--- config.mk ---
export PLATFORM = sky130hd
export DESIGN_NAME = slink_apb_ini_ctrl
export DESIGN_NICKNAME = d
export VERILOG_FILES = /design/src/rtl/slink_apb_pkg.sv /design/src/rtl/slink_apb_ini_ctrl.sv
export SDC_FILE = /design/constraint.sdc
export NUM_CORES = 1
export LEC_CHECK = 0
export CORE_MARGIN = 5
export CORE_UTILIZATION = 43
export CTS_CLUSTER_DIAMETER = 80
export DETAILED_ROUTE_END_ITERATION = 10
export GPL_TIMING_DRIVEN = 0
export PLACE_DENSITY = 0.95
export REMOVE_ABC_BUFFERS = 1
export SLEW_MARGIN = 40
export SYNTH_ARGS = -nofsm -noshare
export SYNTH_HDL_FRONTEND = slang
export SYNTH_SLANG_ARGS = --single-unit
--- constraint.sdc ---
create_clock -name apb_clk -period 7.55 [get_ports apb_clk]
set_input_delay 2.265 -clock apb_clk [delete_from_list [all_inputs] [get_ports apb_clk]]
set_output_delay 2.265 -clock apb_clk [all_outputs]
set_load 0.05 [all_outputs]
--- src/rtl/slink_apb_pkg.sv ---
// -----------------------------------------------------------------------------
// slink_apb_pkg
//   Definitions shared by the S-Link APB target and its far-end initiator:
//   packet data IDs, word counts, packet field offsets and the common
//   four-state APB transaction FSM encoding.
// -----------------------------------------------------------------------------
package slink_apb_pkg;

   // Packet data IDs
   localparam logic [7:0]  SLINK_APB_READ_DT       = 8'h30;
   localparam logic [7:0]  SLINK_APB_READ_RSP_DT   = 8'h31;
   localparam logic [7:0]  SLINK_APB_WRITE_DT      = 8'h32;
   localparam logic [7:0]  SLINK_APB_WRITE_RSP_DT  = 8'h33;

   // Packet word counts (payload bytes)
   localparam logic [15:0] SLINK_APB_READ_WC       = 16'd4;
   localparam logic [15:0] SLINK_APB_WRITE_WC      = 16'd8;
   localparam logic [15:0] SLINK_APB_READ_RSP_WC   = 16'd5;
   localparam logic [15:0] SLINK_APB_WRITE_RSP_WC  = 16'd1;

   // Header layout, common to requests and responses
   localparam int HDR_DT_LSB      = 0;
   localparam int HDR_WC_LSB      = 8;
   localparam int HDR_W           = 24;

   // Request payload layout
   localparam int REQ_ADDR_LSB    = 24;
   localparam int REQ_WDATA_LSB   = 56;

   // Response payload layout
   localparam int RSP_PAYLOAD_LSB = 24;
   localparam int RSP_PAYLOAD_W   = 33;

   typedef enum logic [1:0] {
      ST_IDLE   = 2'd0,
      ST_SETUP  = 2'd1,
      ST_ACCESS = 2'd2,
      ST_RSP    = 2'd3
   } apb_state_e;

endpackage

--- src/rtl/slink_apb_ini_ctrl.sv ---
// -----------------------------------------------------------------------------
// slink_apb_ini_ctrl
//   Far-end APB initiator of the S-Link APB bridge. Pops request packets from
//   the flow-control l2a interface, replays each one as an APB master
//   transaction and pushes the result back as a response packet on a2l.
//   One transaction is in flight at a time.
//
// Ports
//   apb_clk, apb_reset        clock, asynchronous active-high reset
//   enable                    block enable (synchronous to apb_clk)
//   l2a_valid/data/accept     request word in, combinational one-cycle pop
//   a2l_valid/data/ready      registered response word out
//   apb_*                     APB master interface (outputs registered)
//   bad_dt_err                pulse: request with unsupported DT dropped
//   timeout_err               pulse: APB access abandoned after timeout
// -----------------------------------------------------------------------------
module slink_apb_ini_ctrl
   import slink_apb_pkg::*;
#(
   parameter logic [7:0] APB_READ_DT      = SLINK_APB_READ_DT,
   parameter logic [7:0] APB_READ_RSP_DT  = SLINK_APB_READ_RSP_DT,
   parameter logic [7:0] APB_WRITE_DT     = SLINK_APB_WRITE_DT,
   parameter logic [7:0] APB_WRITE_RSP_DT = SLINK_APB_WRITE_RSP_DT,
   parameter int         REQ_DATA_WIDTH   = 88,
   parameter int         RSP_DATA_WIDTH   = 57,
   parameter int         TIMEOUT_CYCLES   = 256
)(
   input  logic                      apb_clk,
   input  logic                      apb_reset,
   input  logic                      enable,
   input  logic                      l2a_valid,
   input  logic [REQ_DATA_WIDTH-1:0] l2a_data,
   output logic                      l2a_accept,
   output logic                      a2l_valid,
   output logic [RSP_DATA_WIDTH-1:0] a2l_data,
   input  logic                      a2l_ready,
   output logic [31:0]               apb_paddr,
   output logic                      apb_pwrite,
   output logic                      apb_psel,
   output logic                      apb_penable,
   output logic [31:0]               apb_pwdata,
   input  logic [31:0]               apb_prdata,
   input  logic                      apb_pready,
   input  logic                      apb_pslverr,
   output logic                      bad_dt_err,
   output logic                      timeout_err
);

   localparam int CNT_W = (TIMEOUT_CYCLES > 1) ? $clog2(TIMEOUT_CYCLES) : 1;
   localparam logic [CNT_W-1:0] CNT_LAST = CNT_W'(TIMEOUT_CYCLES - 1);

   function automatic logic [RSP_DATA_WIDTH-1:0] pack_rsp(input logic        is_write,
                                                          input logic        slverr,
                                                          input logic [31:0] rdata);
      logic [RSP_PAYLOAD_W-1:0] payload;
      logic [15:0]              wc;
      logic [7:0]               dt;
      if (is_write) begin
         payload = {32'd0, slverr};
         wc      = SLINK_APB_WRITE_RSP_WC;
         dt      = APB_WRITE_RSP_DT;
      end else begin
         payload = {slverr, rdata};
         wc      = SLINK_APB_READ_RSP_WC;
         dt      = APB_READ_RSP_DT;
      end
      return RSP_DATA_WIDTH'({payload, wc, dt});
   endfunction

   apb_state_e                state_q, state_d;
   logic [31:0]               paddr_q, paddr_d;
   logic [31:0]               pwdata_q, pwdata_d;
   logic                      pwrite_q, pwrite_d;
   logic                      psel_q, psel_d;
   logic                      penable_q, penable_d;
   logic                      a2l_valid_q, a2l_valid_d;
   logic [RSP_DATA_WIDTH-1:0] a2l_data_q, a2l_data_d;
   logic                      bad_dt_err_q, bad_dt_err_d;
   logic                      timeout_err_q, timeout_err_d;
   logic [CNT_W-1:0]          cnt_q, cnt_d;

   logic [7:0]  req_dt;
   logic [31:0] req_addr;
   logic [31:0] req_wdata;
   logic        req_known;
   logic        timeout_hit;
   logic        access_done;
   logic        unused_wc;

   assign req_dt    = l2a_data[HDR_DT_LSB +: 8];
   assign req_addr  = l2a_data[REQ_ADDR_LSB +: 32];
   assign req_wdata = l2a_data[REQ_WDATA_LSB +: 32];
   assign req_known = (req_dt == APB_READ_DT) || (req_dt == APB_WRITE_DT);
   // The word count of a request carries no information we act on.
   assign unused_wc = ^l2a_data[HDR_WC_LSB +: 16];

   // cnt_q counts completed wait cycles; the access is abandoned on the
   // cycle that would be the TIMEOUT_CYCLES-th one without pready.
   assign timeout_hit = (TIMEOUT_CYCLES != 0) && !apb_pready && (cnt_q == CNT_LAST);
   assign access_done = apb_pready || timeout_hit;

   always_comb begin
      state_d       = state_q;
      paddr_d       = paddr_q;
      pwdata_d      = pwdata_q;
      pwrite_d      = pwrite_q;
      psel_d        = psel_q;
      penable_d     = penable_q;
      a2l_valid_d   = a2l_valid_q;
      a2l_data_d    = a2l_data_q;
      cnt_d         = cnt_q;
      bad_dt_err_d  = 1'b0;
      timeout_err_d = 1'b0;
      l2a_accept    = 1'b0;

      case (state_q)
         ST_IDLE: begin
            if (enable && l2a_valid) begin
               l2a_accept = 1'b1;
               if (req_known) begin
                  paddr_d   = req_addr;
                  pwdata_d  = req_wdata;
                  pwrite_d  = (req_dt == APB_WRITE_DT);
                  psel_d    = 1'b1;
                  penable_d = 1'b0;
                  cnt_d     = '0;
                  state_d   = ST_SETUP;
               end else begin
                  bad_dt_err_d = 1'b1;
               end
            end
         end

         ST_SETUP: begin
            penable_d = 1'b1;
            state_d   = ST_ACCESS;
         end

         ST_ACCESS: begin
            // Runs to completion regardless of enable: an APB transfer
            // cannot be legally withdrawn once started.
            if (access_done) begin
               psel_d        = 1'b0;
               penable_d     = 1'b0;
               cnt_d         = '0;
               timeout_err_d = timeout_hit;
               a2l_data_d    = pack_rsp(pwrite_q,
                                        apb_pready ? apb_pslverr : 1'b1,
                                        (apb_pready && !pwrite_q) ? apb_prdata : 32'd0);
               if (enable) begin
                  a2l_valid_d = 1'b1;
                  state_d     = ST_RSP;
               end else begin
                  state_d     = ST_IDLE;
               end
            end else begin
               cnt_d = cnt_q + CNT_W'(1);
            end
         end

         ST_RSP: begin
            if (!enable || a2l_ready) begin
               a2l_valid_d = 1'b0;
               state_d     = ST_IDLE;
            end
         end

         default: begin
            state_d = ST_IDLE;
         end
      endcase
   end

   always_ff @(posedge apb_clk or posedge apb_reset) begin
      if (apb_reset) begin
         state_q       <= ST_IDLE;
         paddr_q       <= '0;
         pwdata_q      <= '0;
         pwrite_q      <= 1'b0;
         psel_q        <= 1'b0;
         penable_q     <= 1'b0;
         a2l_valid_q   <= 1'b0;
         a2l_data_q    <= '0;
         bad_dt_err_q  <= 1'b0;
         timeout_err_q <= 1'b0;
         cnt_q         <= '0;
      end else begin
         state_q       <= state_d;
         paddr_q       <= paddr_d;
         pwdata_q      <= pwdata_d;
         pwrite_q      <= pwrite_d;
         psel_q        <= psel_d;
         penable_q     <= penable_d;
         a2l_valid_q   <= a2l_valid_d;
         a2l_data_q    <= a2l_data_d;
         bad_dt_err_q  <= bad_dt_err_d;
         timeout_err_q <= timeout_err_d;
         cnt_q         <= cnt_d;
      end
   end

   assign apb_paddr   = paddr_q;
   assign apb_pwdata  = pwdata_q;
   assign apb_pwrite  = pwrite_q;
   assign apb_psel    = psel_q;
   assign apb_penable = penable_q;
   assign a2l_valid   = a2l_valid_q;
   assign a2l_data    = a2l_data_q;
   assign bad_dt_err  = bad_dt_err_q;
   assign timeout_err = timeout_err_q;

endmodule

==> results of run 1 <==
Yosys cell counts, types with 2 or more instances:
cell type / n
o21ai_1: 2
and3b_1: 2
nand2_1: 37
o21ai_0: 8
mux2i_1: 33
nand4_1: 3
a22o_1: 2
nor3_1: 2
nor2b_1: 3
nor2_1: 3
and3_1: 2
mux2_2: 69
a31oi_1: 3
a21oi_1: 5
nand3_1: 5
clkbuf_1: 3
or3_1: 2
inv_1: 35
buf_6: 7
buf_4: 25
buf_2: 4
nand2b_1: 2
dfrtp_1: 116
through the flow:
| step | hold WS, ns | util | area, um2 | power (uW) |
|---|---|---|---|---|
| 5_1_grt | 0.519 | 0.680 | 7730 | 2500 |
| 3_5_place_dp | 0.493 | 0.635 | 7210 | 1700 |
| 3_3_place_gp | 0.475 | 0.625 | 7100 | 1670 |
| 4_1_cts | 0.504 | 0.680 | 7730 | 2410 |
| 2_1_floorplan | 0.460 | - | 4720 | 1360 |
| 6_report | 0.501 | 0.680 | 7730 | 2390 |
registers in the layout (all words and copies together) (netlist names):
| register | cells |
|---|---|
| a2l_data | 36 |
| apb_paddr | 32 |
| apb_pwdata | 32 |
| cnt_q | 8 |
| state_q | 2 |
| a2l_valid | 1 |
| apb_penable | 1 |
| apb_psel | 1 |
| apb_pwrite | 1 |
| bad_dt_err | 1 |
| timeout_err | 1 |
routing by layer:
metal	GRT usage	share of wire
met2	0.322	0.52
met1	0.214	0.38
met4	0.0667	0.015
met3	0.0703	0.086
met5	0	0
power breakdown:
part           leakage, uW  total (uW)  switching, uW  internal [uW]
registers          0.00155         807           73.6            733
clock network     0.000253         703            251            451
logic              0.00177         877            556            321
final cells by class:
| cell class | count | share of cell area |
|---|---|---|
| Inverter | 35 | 0.0180 |
| Multi-Input combinational cell | 215 | 0.221 |
| Timing Repair Buffer | 224 | 0.296 |
| Sequential cell | 116 | 0.376 |
| Clock buffer | 23 | 0.0592 |
| Clock inverter | 6 | 0.00745 |
| Tap cell | 143 | 0.0231 |
kinds of logic after synthesis:
kind of cell               after synthesis  share of synthesized area
DFF                                    116                      0.586
xor gates and xnor gates                 1                    0.00177
muxes                                  102                      0.223
adders and majority gates                1                    0.00252
and+or+nand+nor                         67                     0.0664
AOI/OAI and AO/OA                       26                     0.0326
buffers and inverters                   74                     0.0866
other                                    1                   0.000757
how the worst min path moves through the flow:
stage              startpoint              to  slack (ns)  depth (start not counted)
2_1_floorplan        cnt_q[6]        cnt_q[6]        0.46                          1
3_3_place_gp         cnt_q[6]        cnt_q[6]        0.48                          1
3_5_place_dp     apb_paddr[2]    apb_paddr[2]        0.49                          1
4_1_cts        apb_pwdata[18]  apb_pwdata[18]        0.50                          1
5_1_grt         apb_pwdata[1]   apb_pwdata[1]        0.52                          1
6_report        apb_paddr[16]   apb_paddr[16]        0.50                          1
worst max-delay path, stage by stage:
cell and delay [ns]:
clkdlybuf4s50_1 0.57, nand2_1 0.09, nor3_2 0.23, clkdlybuf4s50_1 0.87
==> impl_results.md, run 1 <==
- Status: finished, final reports clean
- Worst reg2reg setup slack: 5.63 ns
- Clock tree buffer depth: 2
- All-Layer GR Usage: 0.188
- Fin cells: 762
- # setup viols final: 0
- Clock transition at path regs: approximately 0.050 ns
- Critical path data required time: approximately 5.3 ns
- Cts-stage hold buffer count: 0
- Slew headroom: 0.548
- Number of antenna violations at the first check in global routing: 0
- Post-synth EDFFs: 0
- Hold Fails Final Rpt: 0
- Arrival time at the worst endpoint: 4.02 ns
- CTS root buf: clkbuf_16
- Main area contributors after synthesis: dfrtp_1 59%, mux2_2 16%, mux2i_1 6.7%, buf_4 3.8%, nand2_1 2.8%
- Routed Antenna Nets: 0
- HP Class: reg -> reg
- Pwr Density: 309 nW/um2
- Resized Gates After CTS: 0
- Nets@finish: about 740
- Sequential cell area: 2900 um2
- Final worst slack: 1.26 ns
- Synth warn: 0
- Syn_area_per_cell: 12.8 um2
- Detailed placement HPWL: between 9000 and 10,000 um
- CTS tree: built
- IO buf count: between 200 and 250
- Fin crit period: 6.29 ns
- Wire per inst: 16.7 um
- Async set-reset flop share out of synthesis: 1.00
- Synth top area share: 0.586
- Post-CTS Setup Bufs: 0
- Sink Count: 116
- Yosys reg bits: roughly 120
- Max-cap violation count: 0
- Antenna cells: 0
- Largest net degree at the start of global routing: 60
- Grt ovf: 0
- Worst vdd ir: approximately 0.22 mV
- Die X: about 120 um
- Seq/Total Area, Yosys: 0.586
- Layout cells sized above 1: 0.170
- Commonest cells after routing, fill and taps aside: 220 x clkdlybuf4s50_1, 116 x dfrtp_1, 69 x mux2_2
- Pre-CTS WS: 1.27 ns
- Drt pass-1 iters: 4
- TNS Setup: 0 ns
- Crit path to: l2a_accept
- Cells after DPL: roughly 730
- Largest fanout on the critical path: 6
- Final Slew Violations: 0
- Die height: roughly 120 um
- Num ports: 255
- CP startpoint kind: input pin
- Most common cell after layout, fill and taps aside: clkdlybuf4s50_1
- Die area: around 14,000 um2
- H-tree depth: 4
- Vias per inst: roughly 4.8
- RR Startpoint: cnt_q[0]
- Synth Cell Area: between 4000 and 5000 um2
- Tcrit/Tclk final: 0.833
- Routed via count: 3,660
- Worst Setup End Kind: primary output
- Worst slew pin tran: between 0.6 and 0.7 ns
- Synth area leader: dfrtp_1
- Initial Util: 0.436
- Unique cell type count in the Yosys netlist: 38
- Clock skew: roughly 0.0080 ns
- Max Fclk: around 0.16 GHz
- Area Growth Syn to Fin: 56.0%
- P_leak: about 0.0036 uW
- Dominant synthesized flop cell: dfrtp_1
- Critical Path Source: enable
- Area of the multi-input gates: roughly 1700 um2
- CTS Buf Count: 17
- Worst skew pair latency: about 0.4 ns
- CP Class: in -> out
- Gate Count Post-Synth: 388
- First-pass GRT wire length: 21,100 um
- Core box area: about 11,000 um2
- Row cnt: 39
- Unrepaired setup endpoints after global routing: false
- Worst r2r dst: a2l_data[24]
- Final WL: between 10,000 and 15,000 um
- Residual DRC: 0
- Number of global-route vias before repair: between 4k and 5k
- R2r worst-path depth: 6
- First-iteration detailed-routing DRC count: ~180
- Gpl congestion: 0.797
- Fillcell total: 801
Note: power is estimated with default switching activity, not from simulation.
==> run 2: changes to the inputs <==
--- a/config.mk
+++ b/config.mk
@@ -6,11 +6,11 @@
 export NUM_CORES = 1
 export LEC_CHECK = 0
 export CORE_MARGIN = 5
-export CORE_UTILIZATION = 43
+export CORE_UTILIZATION = 40
 export CTS_CLUSTER_DIAMETER = 80
 export DETAILED_ROUTE_END_ITERATION = 10
 export GPL_TIMING_DRIVEN = 0
-export PLACE_DENSITY = 0.95
+export PLACE_DENSITY = 0.9
 export REMOVE_ABC_BUFFERS = 1
 export SLEW_MARGIN = 40
 export SYNTH_ARGS = -nofsm -noshare
==> constraint.sdc (replaced) <==
create_clock -name apb_clk -period 6.3 [get_ports apb_clk]
set_input_delay 1.89 -clock apb_clk [delete_from_list [all_inputs] [get_ports apb_clk]]
set_output_delay 1.89 -clock apb_clk [all_outputs]
set_load 0.05 [all_outputs]
==> run 2 against run 1 <==
Net effect:
- sequential share of layout area fell by 0.73 points
- non-clock buffer count did not move
- setup slack got worse by 0.51 ns
- core utilization fell by 2.6 points
- register-to-register slack got worse by 1.3 ns
- flip-flop and latch count did not move
- via count did not move
- critical endpoint unchanged
==> impl_results.md, run 2 (same netlist as run 1, synthesis figures left out) <==
- Layout cells sized above 1: 0.178 (was 0.170)
- Detailed placement HPWL: 9860 um (was 9770 um)
- Sink Count: 116 (unchanged)
- Most common cell after layout, fill and taps aside: clkdlybuf4s50_1 (unchanged)
- HP Class: reg -> reg (unchanged)
- Cts-stage hold buffer count: 0 (unchanged)
- Nets@finish: 737 (unchanged)
- Area Growth Syn to Fin: 59.1% (was 56.0%)
- Num ports: 255 (unchanged)
- Critical-path top delay cell: clkdlybuf4s50_1 (unchanged)
- # setup viols final: 0 (unchanged)
- Worst slew pin tran: 0.610 ns (was 0.675 ns)
- Number of antenna violations at the first check in global routing: 0 (unchanged)
- Worst skew pair latency: 0.40 ns (about the same)
- Number of global-route vias before repair: 4,004 (was 4,053)
- Wire per inst: 16.9 um (was 16.7 um)
- CTS root buf: clkbuf_16 (unchanged)
- Unrepaired setup endpoints after global routing: false (unchanged)
- CP startpoint kind: input pin (unchanged)
- Post-CTS Setup Bufs: 0 (unchanged)
- First-iteration detailed-routing DRC count: 240 (was 178)
- Max-cap violation count: 0 (unchanged)
- Residual DRC: 0 (unchanged)
- Final Slew Violations: 0 (unchanged)
- Clock transition at path regs: 0.05 ns (about the same)
- Die height: 121 um (was 117 um)
- Commonest cells after routing, fill and taps aside: 220 x clkdlybuf4s50_1, 116 x dfrtp_1, 69 x mux2_2 (unchanged)
- Resized Gates After CTS: 0 (unchanged)
- Tcrit/Tclk final: 0.882
- Slew headroom: 0.592 (was 0.548)
- Pwr Density: 386 nW/um2 (was 309 nW/um2)
- Max reg flops: 36 (unchanged)
- First-pass GRT wire length: 21,000 um (was 21,100 um)
- CTS tree: built (unchanged)
- Hold Slack: 0.500 ns (was 0.501 ns)
- Vias per inst: 4.63 (was 4.80)
- Antenna cells: 0 (unchanged)
- Largest net degree at the start of global routing: 61 (was 60)
- Clock tree buffer depth: 2 (unchanged)
- Clock skew: 0.00499 ns (was 0.00800 ns)
- Worst vdd ir: 0.233 mV (was 0.218 mV)
- Slowest Stage Delay on Critical Path: 0.88 ns (was 0.87 ns)
- Worst Setup End Kind: primary output (unchanged)
- Crit-path cells: clkdlybuf4s50_1, nand2_1, nor3_2, clkdlybuf4s50_1 (unchanged)
- Fin crit period: around 5.6 ns
- CP Class: in -> out (unchanged)
- Die X: 121 um (was 117 um)
- P_leak: 0.00364 uW (was 0.00357 uW)
- Grt ovf: 0 (unchanged)
- IO buf count: 220 (unchanged)
- Hold Fails Final Rpt: 0 (unchanged)
- Fillcell total: 860 (was 801)
- Routed via count: 3,660 (unchanged)
- TNS Setup: 0 ns (unchanged)
- Critical path data required time: 4.41 ns (was 5.29 ns)
- Status: finished, final reports clean (unchanged)
- Largest fanout on the critical path: 6 (unchanged)
- Final WL: 13,300 um (was 12,800 um)
- H-tree depth: 4 (unchanged)
- All-Layer GR Usage: 0.184 (was 0.188)
- Most common cell on crit path: clkdlybuf4s50_1 (unchanged)
- Max Fclk: roughly 0.18 GHz
- Routed Antenna Nets: 0 (unchanged)
- Gpl congestion: 0.765 (was 0.797)
- Core box area: 12,100 um2 (was 11,400 um2)
- CTS Buf Count: 17 (unchanged)
- Row cnt: 40 (was 39)
- Die area: 14,700 um2 (was 13,800 um2)
- Drt pass-1 iters: 4 (unchanged)
- Arrival time at the worst endpoint: 3.66 ns (was 4.02 ns)
- Initial Util: 0.411 (was 0.436)
## run 2: final cells by class
| type | count | area, um2 | area share |
|---|---|---|---|
| clock buffers | 23 | 488 | 0.0619 |
| clock inverters | 9 | 149 | 0.0189 |
| inverters | 35 | 139 | 0.0176 |
| multi-input cells | 215 | 1710 | 0.217 |
| flip-flops and latches | 116 | 2900 | 0.368 |
| well taps | 168 | 210 | 0.0267 |
| repair buffers | 224 | 2280 | 0.290 |
## run 2: metrics by stage
step / instance area (um2) / power [uW] / std cells / worst slack [ns] / utilization
floorplan: 4720 / 1630 / 366 / 1.34 / -
CTS: 7880 / 3070 / 790 / 0.744 / 0.654
global route: 7880 / 3170 / 790 / 0.699 / 0.654
finish: 7880 / 3040 / 790 / 0.746 / 0.654
detailed placement: 7250 / 2030 / 758 / 0.743 / 0.601
global placement: 7130 / 2000 / 754 / -0.181 / 0.591
## run 2: power breakdown
| part | internal, uW | switching, uW | total (uW) |
|---|---|---|---|
| Clock | 702 | 319 | 1020 |
| Combinational | 385 | 667 | 1050 |
| Sequential | 878 | 89.2 | 967 |
| Total | 1960 | 1070 | 3040 |
## run 2: path summary, 6_finish.rpt
kind / to / cells past startpoint / slack (ns) / from
max: l2a_accept / 4 / 0.75 / enable
min: apb_pwdata[28] / 1 / 0.50 / apb_pwdata[28]
max reg2reg: a2l_data[56] / 6 / 4.29 / cnt_q[1]
min reg2reg: apb_pwdata[28] / 1 / 0.50 / apb_pwdata[28]
max in group asynchronous: apb_psel / 3 / 3.78 / apb_reset
min in group asynchronous: apb_pwdata[2] / 2 / 1.91 / apb_reset
## run 2: routing by layer
metal | up-vias | track usage | part of all wire
li1 | 1700 | - | -
met1 | 1758 | 0.205 | 0.37
met2 | 175 | 0.318 | 0.51
met3 | 27 | 0.0657 | 0.090
met4 | 0 | 0.0770 | 0.026
met5 | - | 0 | 0
## run 2: worst max-delay path, delay by kind of cell
| family | cells | cell delay, ns |
|---|---|---|
| buffers and inverters | 2 | 1.45 |
| and+or+nand+nor | 2 | 0.33 |
